## config.mk

```make
export PLATFORM = sky130hd
export DESIGN_NAME = rdata_responder
export DESIGN_NICKNAME = d
export VERILOG_FILES = /design/src/rtl/rdata_responder_pkg.sv /design/src/rtl/rdata_responder_rsp_delay_line.sv /design/src/rtl/rdata_responder.sv
export SDC_FILE = /design/constraint.sdc
export NUM_CORES = 1
export LEC_CHECK = 0
export BUFFER_PORTS_ARGS = -buffer_cell sky130_fd_sc_hd__buf_2
export CORE_MARGIN = 8
export CORE_UTILIZATION = 50
export DETAILED_ROUTE_END_ITERATION = 10
export HOLD_SLACK_MARGIN = 0.08
export PLACE_DENSITY = 0.64
export SETUP_SLACK_MARGIN = 0.02
export SYNTH_ARGS = -nofsm -noshare
export SYNTH_HDL_FRONTEND = slang
export SYNTH_SLANG_ARGS = --single-unit
```

## constraint.sdc

```tcl
create_clock -name clk -period 21.3 [get_ports clk]
set_input_delay 3.195 -clock clk [delete_from_list [all_inputs] [get_ports clk]]
set_output_delay 3.195 -clock clk [all_outputs]
set_load 0.01 [all_outputs]
```

## src/rtl/rdata_responder_pkg.sv

```systemverilog
// Shared interconnect definitions: command encodings, slave status codes and the
// response record carried through the read latency pipeline.
package rdata_responder_pkg;

  localparam logic CMD_READ  = 1'b0;
  localparam logic CMD_WRITE = 1'b1;

  typedef enum logic [1:0] {
    WAIT   = 2'd0,
    W_ACK  = 2'd1,
    W_DATA = 2'd2,
    NO_REQ = 2'd3
  } status_e;

  typedef struct packed {
    logic [31:0] data;
    logic        id;
  } rsp_t;

endpackage

```

## src/rtl/rdata_responder_rsp_delay_line.sv

```systemverilog
// Fixed-latency valid/data/id pipeline. Payload registers load only behind a valid
// bit, so the final stage keeps presenting the last delivered response while idle.
module rsp_delay_line
  import rdata_responder_pkg::*;
#(
  parameter int LAT = 1
) (
  input  logic        clk,
  input  logic        rst,
  input  logic        valid_i,
  input  logic [31:0] data_i,
  input  logic        id_i,
  output logic        valid_o,
  output logic [31:0] data_o,
  output logic        id_o,
  output logic        load_o
);

  logic [LAT-1:0] vld_q;
  rsp_t           stage_q [LAT];

  always_ff @(posedge clk or posedge rst) begin
    if (rst) begin
      vld_q <= '0;
      for (int i = 0; i < LAT; i++) begin
        stage_q[i] <= '0;
      end
    end else begin
      vld_q[0] <= valid_i;
      if (valid_i) begin
        stage_q[0].data <= data_i;
        stage_q[0].id   <= id_i;
      end
      for (int i = 1; i < LAT; i++) begin
        vld_q[i] <= vld_q[i-1];
        if (vld_q[i-1]) begin
          stage_q[i] <= stage_q[i-1];
        end
      end
    end
  end

  // load_o flags that the output stage captures a response at the coming edge.
  generate
    if (LAT == 1) begin : g_load_direct
      assign load_o = valid_i;
    end else begin : g_load_staged
      assign load_o = vld_q[LAT-2];
    end
  endgenerate

  assign valid_o = vld_q[LAT-1];
  assign data_o  = stage_q[LAT-1].data;
  assign id_o    = stage_q[LAT-1].id;

endmodule

```

## src/rtl/rdata_responder.sv

```systemverilog
// Memory-backed slave: writes land immediately, reads return after LAT cycles with
// the number of in-flight reads capped at MAX_OUT.
module rdata_responder
  import rdata_responder_pkg::*;
#(
  parameter int LAT     = 1,
  parameter int MAX_OUT = 2,
  parameter int DEPTH   = 16
) (
  input  logic        clk,
  input  logic        rst,
  input  logic        req,
  input  logic        cmd,
  input  logic [31:0] addr,
  input  logic [31:0] wdata,
  input  logic        m_no,
  input  logic        s_no,
  output logic        ack,
  output logic        rvalid,
  output logic [31:0] rdata,
  output logic        r_m_no,
  output logic        r_s_no
);

  localparam int IDX_W = $clog2(DEPTH);
  localparam int CNT_W = $clog2(MAX_OUT + 1);

  logic [31:0]      mem_q [DEPTH];
  logic [CNT_W-1:0] outCnt_q, outCnt_d;
  logic             rSNo_q;
  logic [IDX_W-1:0] idx;
  logic             rdAck, wrAck, rspValid, rspLoad;
  logic             unusedAddr;

  // Upper address bits are dropped so addresses alias onto the word array.
  assign idx        = addr[IDX_W+1:2];
  assign unusedAddr = ^{addr[31:IDX_W+2], addr[1:0]};

  assign ack   = !rst && req && (cmd == CMD_WRITE || outCnt_q < CNT_W'(MAX_OUT));
  assign rdAck = ack && (cmd == CMD_READ);
  assign wrAck = ack && (cmd == CMD_WRITE);

  always_comb begin
    outCnt_d = outCnt_q;
    case ({rdAck, rspValid})
      2'b10:   outCnt_d = outCnt_q + CNT_W'(1);
      2'b01:   outCnt_d = outCnt_q - CNT_W'(1);
      default: outCnt_d = outCnt_q;
    endcase
  end

  always_ff @(posedge clk or posedge rst) begin
    if (rst) begin
      for (int i = 0; i < DEPTH; i++) begin
        mem_q[i] <= '0;
      end
    end else if (wrAck) begin
      mem_q[idx] <= wdata;
    end
  end

  always_ff @(posedge clk or posedge rst) begin
    if (rst) begin
      outCnt_q <= '0;
      rSNo_q   <= 1'b0;
    end else begin
      outCnt_q <= outCnt_d;
      if (rspLoad) begin
        rSNo_q <= s_no;
      end
    end
  end

  rsp_delay_line #(
    .LAT(LAT)
  ) u_delay (
    .clk    (clk),
    .rst    (rst),
    .valid_i(rdAck),
    .data_i (mem_q[idx]),
    .id_i   (m_no),
    .valid_o(rspValid),
    .data_o (rdata),
    .id_o   (r_m_no),
    .load_o (rspLoad)
  );

  assign rvalid = rspValid;
  assign r_s_no = rSNo_q;

endmodule

```

# After elaboration in Yosys (flattened, before gate mapping)
# Cells that the tools add are included.
dict set report word_totals {
  ff_bits 549
  out_inout_bits 36
  elab_cells 45
}
dict set report classes {
  addsub 2
  order_cmp 3
  eq_ne 2
  muxes 7
  bitwise_logic 2
  n_reduce_logical 8
}
# cell n
set op_table {}
lappend op_table {{bitwise mux 512 bit} 1}
lappend op_table {{binary-select mux 32 bit (select 4 bit)} 1}
lappend op_table {{demux 32 bit (select 4 bit)} 1}
lappend op_table {{2-to-1 mux 32 bit} 3}
lappend op_table {{greater-or-equal comparator 5 bit, second input constant} 1}
lappend op_table {{logical AND 1 bit} 5}
lappend op_table {{less-than comparator 5 x 1 -> 1 bit, second input constant} 1}
lappend op_table {{NOT 4 -> 5 bit} 1}
lappend op_table {{case mux 2 bit (2 select lines)} 1}
lappend op_table {{adder 2 x 1 -> 2 bit, second input constant} 1}
lappend op_table {{== test 2 x 1 -> 1 bit, second input constant} 1}
lappend op_table {{== test 2 bit, second input constant} 1}
lappend op_table {{less-than comparator 2 bit, second input constant} 1}
lappend op_table {{nonzero test 2 bit} 1}
lappend op_table {{subtractor 2 x 1 -> 2 bit, second input constant} 1}
lappend op_table {{logical NOT 1 bit} 1}
lappend op_table {{logical OR 1 bit} 1}
lappend op_table {{NOT 1 bit} 1}

# Depth between registers and ports, before layout
# Gate-level depths: netlist of run 1.
dict set report logic_depth {
  word_depth 6
  ltp_mapped 8
  mapped_depth_nobuf 6
}

# By module
# From an unflattened synthesis of run 1, not the netlist that was laid out.
dict set report unflattened {
  cells_unflattened 1490
  hier_area_um2 24486.0
}
# mod instances cells_each area_each_um2 seq_area_each_um2
set modules_own_cells {}
lappend modules_own_cells {rdata_responder 1 1417 23068.4 12887.4}
lappend modules_own_cells {rsp_delay_line 1 73 1417.6 850.8}

# Worst setup path after synthesis of run 1
# No wires, ideal clock.
dict set report synth_path {
  path_kind {input to output}
  startpoint {input rst}
  endpoint {output ack}
  arrival_time_ns 3.530
  t_required_ns 18.105
  slack_ns 14.575
  stages 2
  cell_sequence {nand2b_1 -> a21oi_1}
}
dict set report synth_via {
  elab_chain_len 3
}
# element line_no
set synth_rtl {}
lappend synth_rtl {{from (decl)} rdata_responder.sv:11} ;# input logic rst,
lappend synth_rtl {{logical NOT 1 bit (no line)} n/a}
lappend synth_rtl {{logical AND 1 bit (2 in a row)} rdata_responder.sv:39} ;# assign ack = !rst && req && (cmd == CMD_WRITE || outCnt_q < CNT_W'(MAX_OUT));
lappend synth_rtl {{to (decl)} rdata_responder.sv:18} ;# output logic ack,
# Every way passes these cells.

# Final worst setup path of run 1
# Ends and elaborated chain as after synthesis.

==> results of run 1 <==
cell families (layout without fill, tap and decap cells):
| family | after synthesis | count (layout) |
|---|---|---|
| muxes | 738 | 738 |
| adders and majority gates | 1 | 1 |
| DFF | 549 | 549 |
| and+or+nand+nor | 100 | 100 |
| buffers and inverters | 150 | 219 |
| AOI/OAI and AO/OA | 161 | 161 |
| xor gates and xnor gates | 3 | 3 |
state kept, by name, summed over array words and instances (netlist names):
register         flops
mem_q              512
u_delay.valid_o      1
outCnt_q             2
r_s_no               1
u_delay.data_o      32
u_delay.id_o         1
critical path: stages:
cell	delay [ps]
buf_2	140
nand2b_1	150
a21oi_1	100
buf_2	140
cells in the final DEF (no fill, tap or decap), drive strengths merged, types with 3 or more instances in the layout:
master / netlist / routed
buf: 83 / 112
o22ai: 64 / 64
mux2: 514 / 514
nand2: 8 / 8
clkbuf: 61 / 87
nor3: 36 / 36
dfrtp: 549 / 549
nor2: 42 / 42
or3: 3 / 3
nand3b: 3 / 3
clkinv: 0 / 11
o21ai: 32 / 32
mux2i: 192 / 192
inv: 6 / 7
mux4: 32 / 32
a221oi: 32 / 32
a21oi: 33 / 33
nand3: 3 / 3
power by group:
| group | internal, uW | leakage [uW] | switching (uW) |
|---|---|---|---|
| combinational | 191 | 0.00482 | 176 |
| clock | 565 | 0.000916 | 404 |
| sequential | 1210 | 0.00724 | 82.7 |
| total | 1960 | 0.0130 | 662 |
worst max-delay path by stage:
stage	from	end	slack, ps	depth (start not counted)
after floorplan	rst	mem_q[0]	2760	1
after global placement	rst	ack	14360	4
after detailed placement	rst	ack	14370	4
after CTS	rst	ack	14360	4
after global routing	rst	ack	14290	4
final	rst	ack	14370	4
per-stage QoR:
stage / power, uW / util (%) / worst slack, ps / cell area [um^2]
CTS: 2660 / 55.8 / 14360 / 27100
floorplan: 1560 / - / 2760 / 24500
global placement: 1660 / 52.0 / 14360 / 25300
finish: 2630 / 55.8 / 14370 / 27100
detailed placement: 1680 / 52.0 / 14370 / 25300
global route: 2750 / 55.8 / 14290 / 27100
routing by layer:
metal  up-vias  GRT usage (%)  part of all wire (%)
met4         2           5.58                   2.0
li1       6307              -                     -
met1      7725           29.9                    46
met2       229           34.7                    48
met3        82           2.83                   3.4
met5         -              0                 0.022
layout make-up:
class                   instances  area, um^2
multi-input cells            1003       10100
clock inverters                14        78.8
repair buffers                112         661
flip-flops and latches        549       13700
fillers                      4024       21500
clock buffers                  87        1760
inverters                       6        30.0
well taps                     622         778
==> flow_summary_export.csv, run 1 <==
group,metric,value,unit
sta,tightest_slew,1020,ps
worst_hold_path,hp-class,"reg2reg",
route,drc,0,
finish,area_growth_syn_to_layout,10.8,%
clock_tree,hold_buffers,0,
worst_hold_path,worstHoldPathCells,1,
sta,rsz0062_at_grt,"no",
floorplanning,die_x,237,um
logic_synthesis,synth_common_cells,"dfrtp_1 (549), mux2_2 (480), mux2i_1 (192)",
route,drtAntennaViolNets,0,
place,dp_hpwl,33000,um
worst_setup_path,rr_endpoint,"r_s_no",
global_routing,grtUsageTotal,21.2,%
power_and_ir_drop,power_density,96.8,nW/um^2
sta,max-slew-margin-rel,32.0,%
logic_synthesis,synth_ff_type,"dfrtp_1",
clock_tree,cts_buffer_depth,3,
worst_setup_path,worst-setup-path-type,"in2out",
logic_synthesis,seq_area_frac_synth,56.1,%
clock_tree,postCtsSetupBuffers,0,
logic_synthesis,synth.most_common_cell,"dfrtp_1",
logic_synthesis,yosysTopAreaCell,"dfrtp_1",
worst_setup_path,reg2reg_slack,18700,ps
logic_synthesis,synthTopCellsByArea,"dfrtp_1 (56%), mux2_2 (22%), mux2i_1 (7.9%)",
floorplanning,coreArea,48600,um^2
logic_synthesis,avgSynthCellArea,14.4,um^2
worst_setup_path,cp.arrival,3730,ps
clock_tree,h-tree-depth,2,
sta,hold_viol,0,
clock_tree,clk_latency,610,ps
floorplanning,dieArea,56300,um^2
finish,drive_gt1_share,42.0,%
run_status,status,"complete, no violations",
finish,nNetsFinal,1800,
logic_synthesis,syn_inst,1702,
clock_tree,cts_sinks,549,
logic_synthesis,yosysWarningCount,0,
flow_run,maxCapViolCount,0,
clock_tree,cts-root-buf,"clkbuf_16",
route,first_pass_iters,5,
sta,period_needed,6930,ps
logic_synthesis,synthXorXnorAreaFrac,0.107,%
finish,diodes,0,
global_routing,grt_pass1_wl,92900,um
route,vias_per_cell,5.99,
route,post_drt_wl_per_cell,24.5,um
logic_synthesis,synth_seq_cells,549,
logic_synthesis,muxShareOfSynthArea,34.4,%
worst_hold_path,worstHoldStart,"mem_q[298]",
worst_hold_path,hold_path_end,"mem_q[298]",
logic_synthesis,netlist_area,24500,um^2
power_and_ir_drop,irDropWorstVdd,74.1,uV
clock_tree,cts_tree,"yes",
logic_synthesis,async_flop_share,100,%
route,drt_iter0_markers,890,
floorplanning,fp.dieH,237,um
power_and_ir_drop,power_leakage,0.0130,uW
worst_setup_path,path_max_fanout,3,
logic_synthesis,synth.distinct_cells,31,
sta,fmax,0.144,GHz
global_routing,antenna_found_initial,1,
logic_synthesis,synth_top_family_by_area,"multiplexers",
logic_synthesis,synth_adder_area_share,0.0511,%
logic_synthesis,synthSimpleGateAreaFrac,2.16,%
sta,min_period_over_period,32.5,%
global_routing,grt_pass1_vias,15200,
place,dp.cells,2292,
floorplanning,start_util,50.3,%
worst_setup_path,worstReg2RegStart,"outCnt_q[1]",
route,routed_wl,58700,um
logic_synthesis,syn_nets,1773,
place,port_buffers,77,
sta,setup_viol,0,
sta,whs,478,ps
logic_synthesis,synth_top_area_share,56.1,%
sta,finalMaxSlewViolations,0,
clock_tree,clk_pin_slew,60,ps
floorplanning,io-pin-count,106,
worst_setup_path,rr_worst_depth,5,
place,place_congestion,0.728,
global_routing,grt_max_degree,123,
floorplanning,std_cell_rows,81,
clock_tree,cts_resized,0,
logic_synthesis,synth_edf_count,0,
worst_setup_path,cp-start-kind,"input pin",
worst_setup_path,cp-end-kind,"primary output",
sta,tns,0,ps
sta,clock_skew,13.4,ps
global_routing,grt_overflow,0,
worst_setup_path,critical_path_required,18110,ps
route,num_vias,14300,
clock_tree,numCtsBuffers,57,
finish,final_cell_count_no_fill,2393,
logic_synthesis,synth-compound-area-share,4.11,%
Power figures use the tool's default switching activity.
==> inputs of run 2 (changes only) <==
--- a/config.mk
+++ b/config.mk
@@ -10,7 +10,7 @@
 export CORE_UTILIZATION = 50
 export DETAILED_ROUTE_END_ITERATION = 10
 export HOLD_SLACK_MARGIN = 0.08
-export PLACE_DENSITY = 0.64
+export PLACE_DENSITY = 0.66
 export SETUP_SLACK_MARGIN = 0.02
 export SYNTH_ARGS = -nofsm -noshare
 export SYNTH_HDL_FRONTEND = slang
==> constraint.sdc (replaced) <==
create_clock -name clk -period 6.02 [get_ports clk]
set_input_delay 0.903 -clock clk [delete_from_list [all_inputs] [get_ports clk]]
set_output_delay 0.903 -clock clk [all_outputs]
set_load 0.01 [all_outputs]
==> run 2 against run 1 <==
Register-to-register slack got worse by 15000 ps. Critical endpoint is now mem_q[182]. Total power increased to 3.6 times the previous value. Sequential power increased to 3.5 times the previous value. Sequential share of layout area decreased by 0.22 points.
==> flow_summary_export.csv, run 2 (same netlist as run 1, synthesis figures left out) <==
group,metric,value,unit
sta,max-slew-margin-rel,32.2,%
route,drtAntennaViolNets,0,
sta,clock_skew,17.8,ps
sta,fmax,0.302,GHz
worst_setup_path,reg2reg_slack,3370,ps
finish,stdcell_area,27200,um^2
worst_setup_path,cp.arrival,3800,ps
place,dp_hpwl,33600,um
route,vias_per_cell,5.97,
clock_tree,cts-root-buf,"clkbuf_16",
sta,period_needed,3310,ps
worst_setup_path,crit_slowest_cell,"nor2_4",
floorplanning,die_x,237,um
global_routing,grtUsageTotal,20.8,%
finish,top_register,"mem_q",
clock_tree,cts_buffer_depth,3,
floorplanning,std_cell_rows,81,
place,place_area,25300,um^2
floorplanning,dieArea,56300,um^2
finish,nNetsFinal,1802,
sta,hold_viol,0,
sta,min_period_over_period,55.0,%
clock_tree,hold_buffers,0,
worst_setup_path,path_max_fanout,20,
global_routing,grt_max_degree,183,
finish,area_growth_syn_to_layout,11.3,%
sta,setup_viol,0,
power_and_ir_drop,irDropWorstVdd,325,uV
finish,final_common_cell,"dfrtp_1",
worst_setup_path,critical_path_required,6510,ps
finish,layout_common_cells,"dfrtp_1 (549), mux2_2 (480), mux2i_1 (192)",
power_and_ir_drop,power_density,346,nW/um^2
worst_setup_path,slowest_delay,790,ps
route,drt_iter0_markers,932,
finish,diodes,0,
route,num_vias,14300,
worst_hold_path,hp-class,"in2async",
route,post_drt_wl_per_cell,24.1,um
global_routing,grt_pass1_vias,15600,
global_routing,grt_overflow,0,
floorplanning,coreArea,48600,um^2
clock_tree,h-tree-depth,2,
sta,tightest_slew,1020,ps
clock_tree,numCtsBuffers,58,
floorplanning,start_util,50.3,%
run_status,status,"complete, no violations",
clock_tree,cts_sinks,549,
place,port_buffers,77,
finish,drive_gt1_share,41.9,%
floorplanning,fp.dieH,237,um
global_routing,antenna_found_initial,2,
power_and_ir_drop,power_leakage,0.0130,uW
clock_tree,postCtsSetupBuffers,0,
worst_setup_path,cp-start-kind,"input pin",
floorplanning,io-pin-count,106,
sta,finalMaxSlewViolations,0,
flow_run,maxCapViolCount,0,
clock_tree,clk_latency,610,ps
worst_setup_path,cp-end-kind,"flip-flop",
worst_setup_path,crit_family,"buffers and inverters",
worst_setup_path,worst-setup-path-type,"in2reg",
clock_tree,cts_tree,"yes",
worst_setup_path,critPathBufInv,3,
sta,tns,0,ps
place,place_congestion,0.726,
route,first_pass_iters,5,
route,drc,0,
sta,rsz0062_at_grt,"no",
finish,largest_register_ffs,512,
route,routed_wl,57800,um
clock_tree,clk_pin_slew,60,ps
clock_tree,cts_resized,0,
global_routing,grt_pass1_wl,92000,um
worst_setup_path,cp_cell_sequence,"buf_2 > inv_1 > nand2_1 > nor2_4 > buf_4 > mux2_2",
[run 2: worst reg2reg max path: cells and delay by family (launching register included)]
kind,cells,cell delay (ps)
buf+inv,3,1280
flops,1,400
mux,1,390
simple gates,1,470
[run 2: per-stage QoR]
stage | hold slack [ps] | cells | power [uW] | util [%] | setup slack [ps]
5_1_grt | 369 | 2399 | 9870 | 56.0 | 2610
3_5_place_dp | 469 | 2293 | 5960 | 52.1 | 2080
6_report | 365 | 2399 | 9430 | 56.0 | 2710
4_1_cts | 355 | 2399 | 9530 | 56.0 | 2740
2_1_floorplan | 452 | 1702 | 5520 | - | -2350
3_3_place_gp | 463 | 2293 | 5880 | 52.1 | 2120
[run 2: layout make-up]
| class | instances | area, um^2 |
|---|---|---|
| clock buffer | 90 | 1750 |
| clock inverter | 16 | 165 |
| fill | 3960 | 21400 |
| inverter | 6 | 26.3 |
| multi-input combinational | 1003 | 10100 |
| sequential | 549 | 13700 |
| tap | 622 | 778 |
| timing repair buffer | 113 | 706 |
[run 2: per-layer routing]
layer	vias up	track usage, %	wire, um
li1	6314	-	-
met1	7612	28.3	26300
met2	271	34.0	27400
met3	112	3.84	2510
met4	4	6.01	1550
met5	-	0	25
[run 2: final timing paths]
path                                  start            to  depth (start not counted)
worst min register to register   mem_q[315]    mem_q[315]                          1
max in group asynchronous               rst    mem_q[331]                          3
min in group clk                 mem_q[315]    mem_q[315]                          1
worst max-delay path                addr[4]    mem_q[182]                          6
worst min-delay path                    rst    mem_q[379]                          2
worst max register to register  outCnt_q[1]  u_delay.id_o                          5
[run 2: power by group]
part           internal, uW  switching, uW
registers              4270            291
clock network          2120           1440
logic                   679            628
